<file path="src/rtl/bf16_pkg.sv">
// Shared bf16 field positions, special exponent codes and class-flag bit indices.
package bf16_pkg;

  localparam int BF16_W  = 16;
  localparam int EXP_MSB = 14;
  localparam int EXP_LSB = 7;
  localparam int MAN_W   = 7;

  localparam logic [7:0]  EXP_ALL1     = 8'hFF;
  localparam logic [7:0]  EXP_ALL0     = 8'h00;
  localparam logic [14:0] BF16_MAX_MAG = 15'h7F7F;

  localparam int FLG_NAN  = 3;
  localparam int FLG_INF  = 2;
  localparam int FLG_SUB  = 1;
  localparam int FLG_ZERO = 0;

  typedef logic [3:0] bf16_flags_t;

endpackage

</file>
<file path="src/rtl/bf16_sanitize_arbiter_rr_arbiter.sv">
// Round-robin arbiter: scans from i_ptr upward (mod N) and returns a one-hot grant plus its index.
module rr_arbiter #(
  parameter int N     = 4,
  parameter int IDX_W = 2
) (
  input  logic [N-1:0]     i_req,
  input  logic [IDX_W-1:0] i_ptr,
  output logic [N-1:0]     o_grant,
  output logic [IDX_W-1:0] o_idx,
  output logic             o_any
);

  // First requester at or after the pointer wins.
  always_comb begin
    int  w_pos;
    logic w_found;
    o_grant = '0;
    o_idx   = '0;
    w_found = 1'b0;
    w_pos   = 0;
    for (int k = 0; k < N; k++) begin
      w_pos = int'(i_ptr) + k;
      if (w_pos >= N) begin
        w_pos = w_pos - N;
      end else begin
        w_pos = w_pos;
      end
      if (!w_found && i_req[w_pos]) begin
        o_grant[w_pos] = 1'b1;
        o_idx          = IDX_W'(w_pos);
        w_found        = 1'b1;
      end else begin
        w_found = w_found;
      end
    end
    o_any = w_found;
  end

endmodule

</file>
<file path="src/rtl/bf16_special_case.sv">
// Combinational bf16 special-value mapping: NaN/sub/zero -> +0, Inf -> signed max-normal.
module bf16_special_case
  import bf16_pkg::*;
(
  input  logic [BF16_W-1:0] i_data,
  output logic [BF16_W-1:0] o_data
);

  logic [7:0]       w_exp;
  logic [MAN_W-1:0] w_man;

  assign w_exp = i_data[EXP_MSB:EXP_LSB];
  assign w_man = i_data[MAN_W-1:0];

  // Value mapping; -0 collapses to +0 through the all-zero exponent branch.
  always_comb begin
    o_data = i_data;
    if (w_exp == EXP_ALL1) begin
      if (w_man != 7'd0) begin
        o_data = 16'h0000;
      end else begin
        o_data = {i_data[BF16_W-1], BF16_MAX_MAG};
      end
    end else if (w_exp == EXP_ALL0) begin
      o_data = 16'h0000;
    end else begin
      o_data = i_data;
    end
  end

endmodule

</file>
<file path="src/rtl/bf16_sanitize_arbiter.sv">
// Shares one bf16 sanitizer among N_REQ producers: round-robin grant, one registered
// output stage with backpressure, id/class tagging and saturating per-class counters.
module bf16_sanitize_arbiter
  import bf16_pkg::*;
#(
  parameter int N_REQ = 4,
  parameter int ID_W  = 2,
  parameter int CNT_W = 16
) (
  input  logic                    clk,
  input  logic                    rst,
  input  logic [N_REQ-1:0]        req_valid,
  input  logic [BF16_W*N_REQ-1:0] req_data,
  output logic [N_REQ-1:0]        req_ready,
  output logic                    out_valid,
  input  logic                    out_ready,
  output logic [BF16_W-1:0]       out_data,
  output logic [ID_W-1:0]         out_id,
  output logic [3:0]              out_flags,
  input  logic                    cnt_clr,
  output logic [CNT_W-1:0]        nan_cnt,
  output logic [CNT_W-1:0]        inf_cnt,
  output logic [CNT_W-1:0]        sub_cnt
);

  logic              r_out_valid;
  logic [BF16_W-1:0] r_out_data;
  logic [ID_W-1:0]   r_out_id;
  bf16_flags_t       r_out_flags;
  logic [ID_W-1:0]   r_rr_ptr;
  logic [CNT_W-1:0]  r_nan_cnt;
  logic [CNT_W-1:0]  r_inf_cnt;
  logic [CNT_W-1:0]  r_sub_cnt;

  logic              w_load_en;
  logic [N_REQ-1:0]  w_arb_req;
  logic [N_REQ-1:0]  w_grant;
  logic [ID_W-1:0]   w_idx;
  logic              w_xfer;
  logic [BF16_W-1:0] w_sel_data;
  logic [BF16_W-1:0] w_san_data;
  bf16_flags_t       w_flags;
  logic [ID_W-1:0]   w_next_ptr;
  logic [7:0]        w_exp;
  logic [MAN_W-1:0]  w_man;

  function automatic logic [CNT_W-1:0] sat_inc(input logic [CNT_W-1:0] v);
    if (&v) begin
      return v;
    end else begin
      return v + {{(CNT_W-1){1'b0}}, 1'b1};
    end
  endfunction

  // Requests are masked during reset and while the output stage is full and stalled.
  assign w_load_en = !r_out_valid | out_ready;
  assign w_arb_req = (w_load_en && !rst) ? req_valid : '0;

  rr_arbiter #(.N(N_REQ), .IDX_W(ID_W)) u_arb (
    .i_req   (w_arb_req),
    .i_ptr   (r_rr_ptr),
    .o_grant (w_grant),
    .o_idx   (w_idx),
    .o_any   (w_xfer)
  );

  assign req_ready  = w_grant;
  assign w_sel_data = req_data[int'(w_idx)*BF16_W +: BF16_W];
  assign w_exp      = w_sel_data[EXP_MSB:EXP_LSB];
  assign w_man      = w_sel_data[MAN_W-1:0];
  assign w_next_ptr = (w_idx == ID_W'(N_REQ-1)) ? {ID_W{1'b0}} : w_idx + {{(ID_W-1){1'b0}}, 1'b1};

  bf16_special_case u_san (
    .i_data (w_sel_data),
    .o_data (w_san_data)
  );

  // Class decode of the granted operand; at most one flag set.
  always_comb begin
    w_flags           = 4'b0000;
    w_flags[FLG_NAN]  = (w_exp == EXP_ALL1) && (w_man != 7'd0);
    w_flags[FLG_INF]  = (w_exp == EXP_ALL1) && (w_man == 7'd0);
    w_flags[FLG_SUB]  = (w_exp == EXP_ALL0) && (w_man != 7'd0);
    w_flags[FLG_ZERO] = (w_exp == EXP_ALL0) && (w_man == 7'd0);
  end

  // Output stage and priority pointer; pointer only moves on a real transfer.
  always_ff @(posedge clk) begin
    if (rst) begin
      r_out_valid <= 1'b0;
      r_out_data  <= 16'h0000;
      r_out_id    <= '0;
      r_out_flags <= 4'b0000;
      r_rr_ptr    <= '0;
    end else if (w_xfer) begin
      r_out_valid <= 1'b1;
      r_out_data  <= w_san_data;
      r_out_id    <= w_idx;
      r_out_flags <= w_flags;
      r_rr_ptr    <= w_next_ptr;
    end else if (out_ready) begin
      r_out_valid <= 1'b0;
    end else begin
      r_out_valid <= r_out_valid;
    end
  end

  // Saturating class counters; clear beats a same-cycle increment.
  always_ff @(posedge clk) begin
    if (rst || cnt_clr) begin
      r_nan_cnt <= '0;
      r_inf_cnt <= '0;
      r_sub_cnt <= '0;
    end else if (w_xfer) begin
      r_nan_cnt <= w_flags[FLG_NAN] ? sat_inc(r_nan_cnt) : r_nan_cnt;
      r_inf_cnt <= w_flags[FLG_INF] ? sat_inc(r_inf_cnt) : r_inf_cnt;
      r_sub_cnt <= w_flags[FLG_SUB] ? sat_inc(r_sub_cnt) : r_sub_cnt;
    end else begin
      r_nan_cnt <= r_nan_cnt;
    end
  end

  assign out_valid = r_out_valid;
  assign out_data  = r_out_data;
  assign out_id    = r_out_id;
  assign out_flags = r_out_flags;
  assign nan_cnt   = r_nan_cnt;
  assign inf_cnt   = r_inf_cnt;
  assign sub_cnt   = r_sub_cnt;

endmodule
</file>
<file path="config.mk">
export PLATFORM = sky130hd
export DESIGN_NAME = bf16_sanitize_arbiter
export DESIGN_NICKNAME = d
export VERILOG_FILES = /design/src/rtl/bf16_pkg.sv /design/src/rtl/bf16_sanitize_arbiter_rr_arbiter.sv /design/src/rtl/bf16_special_case.sv /design/src/rtl/bf16_sanitize_arbiter.sv
export SDC_FILE = /design/constraint.sdc
export NUM_CORES = 1
export LEC_CHECK = 0
export CELL_PAD_IN_SITES_DETAIL_PLACEMENT = 1
export CELL_PAD_IN_SITES_GLOBAL_PLACEMENT = 2
export CORE_ASPECT_RATIO = 1.25
export CORE_UTILIZATION = 28
export DETAILED_ROUTE_END_ITERATION = 12
export PLACE_DENSITY_LB_ADDON = 0.1
export SLEW_MARGIN = 20
export SYNTH_ARGS = -nofsm -noshare
export SYNTH_HDL_FRONTEND = slang
export SYNTH_SLANG_ARGS = --single-unit
</file>
<file path="constraint.sdc">
create_clock -name clk -period 9.6 [get_ports clk]
set_input_delay 1.92 -clock clk [delete_from_list [all_inputs] [get_ports clk]]
set_output_delay 1.92 -clock clk [all_outputs]
set_load 0.03 [all_outputs]
</file>
==> results of run 1 <==
-- path summary, 6_finish.rpt --
check	start	end	slack (ns)	cells past startpoint
worst max-delay path	rst	req_ready[0]	3.07	8
worst min register to register	out_flags[2]	out_flags[2]	0.46	2
worst max register to register	r_rr_ptr[0]	inf_cnt[14]	4.43	10
worst min-delay path	out_flags[2]	out_flags[2]	0.46	2
-- power by group through the flow --
stage          logic, mW  registers, mW  clock network, mW
4_1_cts            0.256          0.328              0.363
6_report           0.254          0.328              0.351
3_3_place_gp       0.254          0.334                  0
2_1_floorplan      0.150          0.345                  0
5_1_grt            0.274          0.330              0.379
3_5_place_dp       0.255          0.334                  0
-- worst register-to-register path, cell delays in order (launching register included) --
cell	delay, ns
dfxtp_1	0.72
inv_1	0.29
ha_1	0.53
mux4_2	0.57
a32oi_2	0.33
mux2i_4	0.27
buf_4	0.37
mux2_4	0.43
or4_1	0.86
or4_1	0.54
a21oi_1	0.17
-- cells in the mapped netlist, types with 3 or more instances --
cell type	count	share of area (%)
and3_1	6	0.84
o21ai_0	19	2.1
buf_2	4	0.45
a21oi_1	66	7.4
nor3_1	17	1.9
or4_1	23	3.9
clkbuf_1	24	2.0
dfxtp_1	73	33
a221o_1	4	0.90
buf_6	3	0.76
mux2i_1	15	3.4
xor2_1	6	1.2
xnor2_1	5	0.98
nor4_1	14	2.0
mux4_2	16	8.1
nand4_1	18	2.5
nand2_1	47	4.0
inv_1	14	1.2
nor2b_1	3	0.42
nor2_1	52	4.4
ha_1	11	3.1
and2_1	3	0.42
nand3_1	26	2.9
or3_1	18	2.5
and4_1	4	0.79
o31ai_1	16	2.7
-- cell families (layout without fill, tap and decap cells) --
kind of cell / after synthesis / after routing / share of synthesized area [%]
buffers and inverters: 47 / 182 / 4.58
DFF: 73 / 73 / 32.8
xor gates and xnor gates: 11 / 11 / 2.16
and+or+nand+nor: 243 / 243 / 28.9
muxes: 35 / 35 / 12.7
adders and majority gates: 11 / 11 / 3.09
AOI/OAI and AO/OA: 118 / 118 / 15.8
-- registers in the layout, summed over array words and instances (netlist names) --
signal	flops
r_rr_ptr	2
out_valid	1
out_id	2
inf_cnt	16
out_flags	4
sub_cnt	16
nan_cnt	16
out_data	16
-- routing by layer --
metal,part of all wire (%),wire [um],up-vias
li1,-,-,2285
met3,4.5,675,16
met2,50,7570,123
met5,0,0,-
met1,43,6530,2278
met4,1.8,269,0
-- per-stage QoR --
stage	instance area, um^2	setup WS (ns)	utilization [%]
3_3_place_gp	6090	3.19	39.1
2_1_floorplan	4450	4.47	-
5_1_grt	6400	2.89	41.1
6_report	6400	3.07	41.1
4_1_cts	6400	3.05	41.1
3_5_place_dp	6090	3.05	39.1
-- area by class of cell --
type | count | area, um^2 | area share [%]
Tap cell | 212 | 265 | 4.14
Inverter | 14 | 52.6 | 0.821
Clock buffer | 10 | 229 | 3.58
Multi-Input combinational cell | 418 | 2800 | 43.8
Timing Repair Buffer | 152 | 1510 | 23.5
Clock inverter | 6 | 82.6 | 1.29
Sequential cell | 73 | 1460 | 22.8
==> flow_metrics.env, run 1 <==
export IMPL_status="finished clean"
export IMPL_cp_max_fo=30
export IMPL_syn_instance_count=538
export IMPL_grt_use_met3_pct=3.78
export IMPL_nNetsFinal=751
export IMPL_ys_types=51
export IMPL_seqPwrFrac_pct=35.2
export IMPL_clkTransAtPathRegs_ns=0.05
export IMPL_cellPowerDensity_nw_per_um2=146
export IMPL_cts_sinks=73
export IMPL_clockRootBuffer="clkbuf_16"
export IMPL_ys_flop_type="dfxtp_1"
export IMPL_grt_overflow=0
export IMPL_path_delay_family="buffers and inverters"
export IMPL_syn_nets=621
export IMPL_post_cts_buffers=0
export IMPL_cp_slowest_cell="clkdlybuf4s50_1"
export IMPL_grt_total_usage_pct=18.9
export IMPL_critPathLaunchType="input pin"
export IMPL_p_sw_uw=271
export IMPL_seq_area_frac_synth_pct=32.8
export IMPL_fin_worst_skew_ns=0.00745
export IMPL_start_util_pct=28.6
export IMPL_drt_vias_per_instance=5.31
export IMPL_worst_slew_pin_slew_ns=0.956
export IMPL_p_comb_share_pct=27.2
export IMPL_end_kind="output port"
export IMPL_hold_buffers=0
export IMPL_num_rows=51
export IMPL_dieArea_um2=16400
export IMPL_gp_congestion=0.875
export IMPL_layout_commonest_cell="clkdlybuf4s50_1"
export IMPL_whs_ns=0.458
export IMPL_ant_nets=0
export IMPL_finalWirelength_um=15000
export IMPL_drive_gt1_share_pct=7.13
export IMPL_ir_drop_mv=0.0770
export IMPL_drt_iter0_drc=151
export IMPL_clockBufferDepth=2
export IMPL_grt_antenna_before_repair=0
export IMPL_p_sw_share_pct=29.1
export IMPL_grt_pass1_wl_um=24600
export IMPL_fin_crit_ns=6.53
export IMPL_rsz0062_at_grt="false"
export IMPL_grt_busiest_layer="met2"
export IMPL_slew_violations=0
export IMPL_fmax_mhz=153
export IMPL_slew_headroom_pct=36.3
export IMPL_wl_per_cell_um=17.0
export IMPL_hold_class="reg -> reg"
export IMPL_setup_viol=0
export IMPL_placed_cells=869
export IMPL_numCtsBuffers=9
export IMPL_final_cell_mix="clkdlybuf4s50_1 (146), dfxtp_1 (73), a21oi_1 (66), nor2_1 (52), nand2_1 (47)"
export IMPL_p_leak_nw=2.03
export IMPL_die_w_um=115
export IMPL_hold_viol=0
export IMPL_h_tree_depth=3
export IMPL_via_count=4702
export IMPL_clk_latency_ns=0.33
export IMPL_core_area_um2=15600
export IMPL_yosysWarnings=0
export IMPL_area_delta_synth_final_pct=43.7
export IMPL_fin_setup_tns_ns=0
export IMPL_period_share_pct=68.0
export IMPL_synth_edf_count=0
export IMPL_cp_num_buf_inv=4
export IMPL_syn_area_um2=4450
export IMPL_dr_pass1_iters=4
export IMPL_grt_pass1_vias=4853
export IMPL_cp_required_ns=7.68
export IMPL_crit_arrival_ns=4.61
export IMPL_fillers=1868
export IMPL_cts_tree="done"
export IMPL_p_clk_share_pct=37.6
export IMPL_grtUsageMet1_pct=23.5
export IMPL_fp_dieH_um=143
export IMPL_worstPathCellList="clkdlybuf4s50_1 > buf_4 > inv_1 > nand3_1 > nand3_1 > a311oi_1 > a221o_1 > clkdlybuf4s50_1"
export IMPL_path_class="in -> out"
export IMPL_drv_cap=0
export IMPL_use_met2_pct=32.5
export IMPL_async_reset_ff_share_pct=0
export IMPL_fin_cells=885
export IMPL_ctsResizeCount=0
export IMPL_design_power_total_uw=932
export IMPL_ys_ff_latch=73
export IMPL_io_pins=147
export IMPL_drt_drc_violations_left=0
export IMPL_internal_power_uw=661
export IMPL_diodes=0
export IMPL_io_buffers=146
export IMPL_critical_path_max_stage_delay_ns=0.67
export IMPL_hpwlAfterDp_um=11300
export IMPL_postSynthAreaPerCell_um2=8.28
export IMPL_grt_max_degree=48
Note: power is estimated with default switching activity, not from simulation.
==> inputs of run 2 (changes only) <==
--- a/config.mk
+++ b/config.mk
@@ -8,7 +8,7 @@
 export CELL_PAD_IN_SITES_DETAIL_PLACEMENT = 1
 export CELL_PAD_IN_SITES_GLOBAL_PLACEMENT = 2
 export CORE_ASPECT_RATIO = 1.25
-export CORE_UTILIZATION = 28
+export CORE_UTILIZATION = 24
 export DETAILED_ROUTE_END_ITERATION = 12
 export PLACE_DENSITY_LB_ADDON = 0.1
 export SLEW_MARGIN = 20
==> constraint.sdc (replaced) <==
create_clock -name clk -period 5.8 [get_ports clk]
set_input_delay 1.16 -clock clk [delete_from_list [all_inputs] [get_ports clk]]
set_output_delay 1.16 -clock clk [all_outputs]
set_load 0.03 [all_outputs]
==> run 2 against run 1 <==
  * Critical path depth down 1
  * Non-clock buffer count is 2 higher
  * Critical endpoint is now req_ready[2]
  * Die area up 16%
  * Utilization shrank 5.7 points
  * Register-to-register slack got worse by 3.4 ns
  * Setup slack got worse by 2.3 ns
  * Largest cell class unchanged
  * Via count barely moved
  * Routed wire length rose by 3.5%
  * Cell count is 1.9% higher
  * Critical path type is now reg -> out
  * Cell area increased by 0.53%
  * Flip-flop and latch count unchanged
==> flow_metrics.env, run 2 (synthesized netlist as in run 1, its figures left out) <==
export IMPL_final_cell_mix="clkdlybuf4s50_1 (146), dfxtp_1 (73), a21oi_1 (66), nor2_1 (52), nand2_1 (47)"
export IMPL_fin_cells=902
export IMPL_hold_path_depth=2
export IMPL_cp_required_ns=4.64
export IMPL_hpwlAfterDp_um=11900
export IMPL_hold_viol=0
export IMPL_fin_setup_tns_ns=0
export IMPL_area_delta_synth_final_pct=44.4
export IMPL_drt_drc_violations_left=0
export IMPL_dieArea_um2=19100
export IMPL_clk_latency_ns=0.33
export IMPL_p_clk_share_pct=38.3
export IMPL_whs_ns=0.455
export IMPL_worst_path_stages=7
export IMPL_drv_cap=0
export IMPL_critical_path_max_stage_delay_ns=0.70
export IMPL_grt_max_degree=48
export IMPL_cts_tree="done"
export IMPL_worst_slew_pin_slew_ns=1.01
export IMPL_num_rows=55
export IMPL_end_kind="output port"
export IMPL_gp_congestion=0.835
export IMPL_start_util_pct=24.5
export IMPL_grt_antenna_before_repair=0
export IMPL_slew_violations=0
export IMPL_path_delay_family="buffers and inverters"
export IMPL_rsz0062_at_grt="false"
export IMPL_clkTransAtPathRegs_ns=0.06
export IMPL_place_ws_ns=0.812
export IMPL_cp_num_buf_inv=2
export IMPL_diodes=0
export IMPL_io_pins=147
export IMPL_design_power_total_mw=1.56
export IMPL_finalWirelength_um=15600
export IMPL_placed_cells=887
export IMPL_seqPwrFrac_pct=34.6
export IMPL_layout_commonest_cell="clkdlybuf4s50_1"
export IMPL_fin_worst_skew_ns=0.00782
export IMPL_ctsResizeCount=0
export IMPL_dr_pass1_iters=4
export IMPL_cp_slowest_cell="dfxtp_1"
export IMPL_final_setup_worst_slack_ns=0.745
export IMPL_numCtsBuffers=9
export IMPL_wl_per_cell_um=17.3
export IMPL_core_area_um2=18200
export IMPL_fp_dieH_um=154
export IMPL_fmax_mhz=198
export IMPL_grt_pass1_vias=4935
export IMPL_hold_class="reg -> reg"
export IMPL_drive_gt1_share_pct=7.27
export IMPL_final_cell_area_um2=6430
export IMPL_reg2regPathDepth=9
export IMPL_clockBufferDepth=2
export IMPL_p_sw_uw=468
export IMPL_critPathLaunchType="flop"
export IMPL_seqCellArea_um2=1460
export IMPL_p_leak_nw=2.04
export IMPL_p_sw_share_pct=29.9
export IMPL_cellPowerDensity_nw_per_um2=243
export IMPL_fin_crit_ns=5.05
export IMPL_drt_iter0_drc=238
export IMPL_via_count=4704
export IMPL_slew_headroom_pct=32.6
export IMPL_worstPathCellList="inv_1 > ha_1 > mux4_2 > and3_1 > a21oi_1 > a221o_1 > clkdlybuf4s50_1"
export IMPL_p_comb_share_pct=27.0
export IMPL_fillers=2166
export IMPL_utilization_pct=35.4
export IMPL_nNetsFinal=753
export IMPL_die_w_um=124
export IMPL_drt_vias_per_instance=5.22
export IMPL_io_buffers=146
export IMPL_grt_total_usage_pct=16.8
export IMPL_clockRootBuffer="clkbuf_16"
export IMPL_crit_arrival_ns=3.89
export IMPL_post_cts_buffers=0
export IMPL_internal_power_mw=1.09
export IMPL_period_share_pct=87.1
export IMPL_placed_area_um2=6120
export IMPL_cp_max_fo=15
export IMPL_path_class="reg -> out"
export IMPL_cts_sinks=73
export IMPL_hold_buffers=0
export IMPL_ir_drop_mv=0.111
export IMPL_status="finished clean"
export IMPL_ant_nets=0
export IMPL_grt_overflow=0
export IMPL_multi_input_area_um2=2800
export IMPL_setup_viol=0
export IMPL_grt_pass1_wl_um=25300
export IMPL_h_tree_depth=3
run 2: cell type report:
cell class / instances / area share, %
inverter: 14 / 0.817
tap: 228 / 4.43
clock inverter: 5 / 1.26
multi-input combinational: 418 / 43.6
sequential: 73 / 22.7
clock buffer: 10 / 3.56
timing repair buffer: 154 / 23.6
run 2: worst paths after layout:
| kind | startpoint | to | slack [ns] |
|---|---|---|---|
| hold reg to reg | out_data[7] | out_data[7] | 0.45 |
| setup reg to reg | r_rr_ptr[0] | inf_cnt[6] | 1.01 |
| setup / recovery | r_rr_ptr[0] | req_ready[2] | 0.75 |
| hold / removal | out_data[7] | out_data[7] | 0.45 |
run 2: worst register-to-register path, stage by stage (launching register included):
cell	delay, ns
dfxtp_1	0.70
inv_1	0.29
ha_1	0.52
mux4_2	0.56
a32oi_2	0.31
mux2i_4	0.38
mux2_4	0.39
or4_1	0.86
or4_1	0.54
a21oi_1	0.16
run 2: per-layer routing:
layer / vias to the layer above / wire length, um / GRT usage (%)
li1: 2284 / - / -
met1: 2284 / 6840 / 20.2
met2: 121 / 7530 / 29.0
met3: 15 / 994 / 4.06
met4: 0 / 211 / 5.34
met5: - / 0 / 0
run 2: power groups by stage:
stage / logic (mW) / clock network, mW / registers [mW]
after floorplan: 0.248 / 0 / 0.571
after global placement: 0.423 / 0 / 0.551
after detailed placement: 0.428 / 0 / 0.553
after CTS: 0.429 / 0.617 / 0.542
after global routing: 0.459 / 0.640 / 0.545
final: 0.422 / 0.599 / 0.541
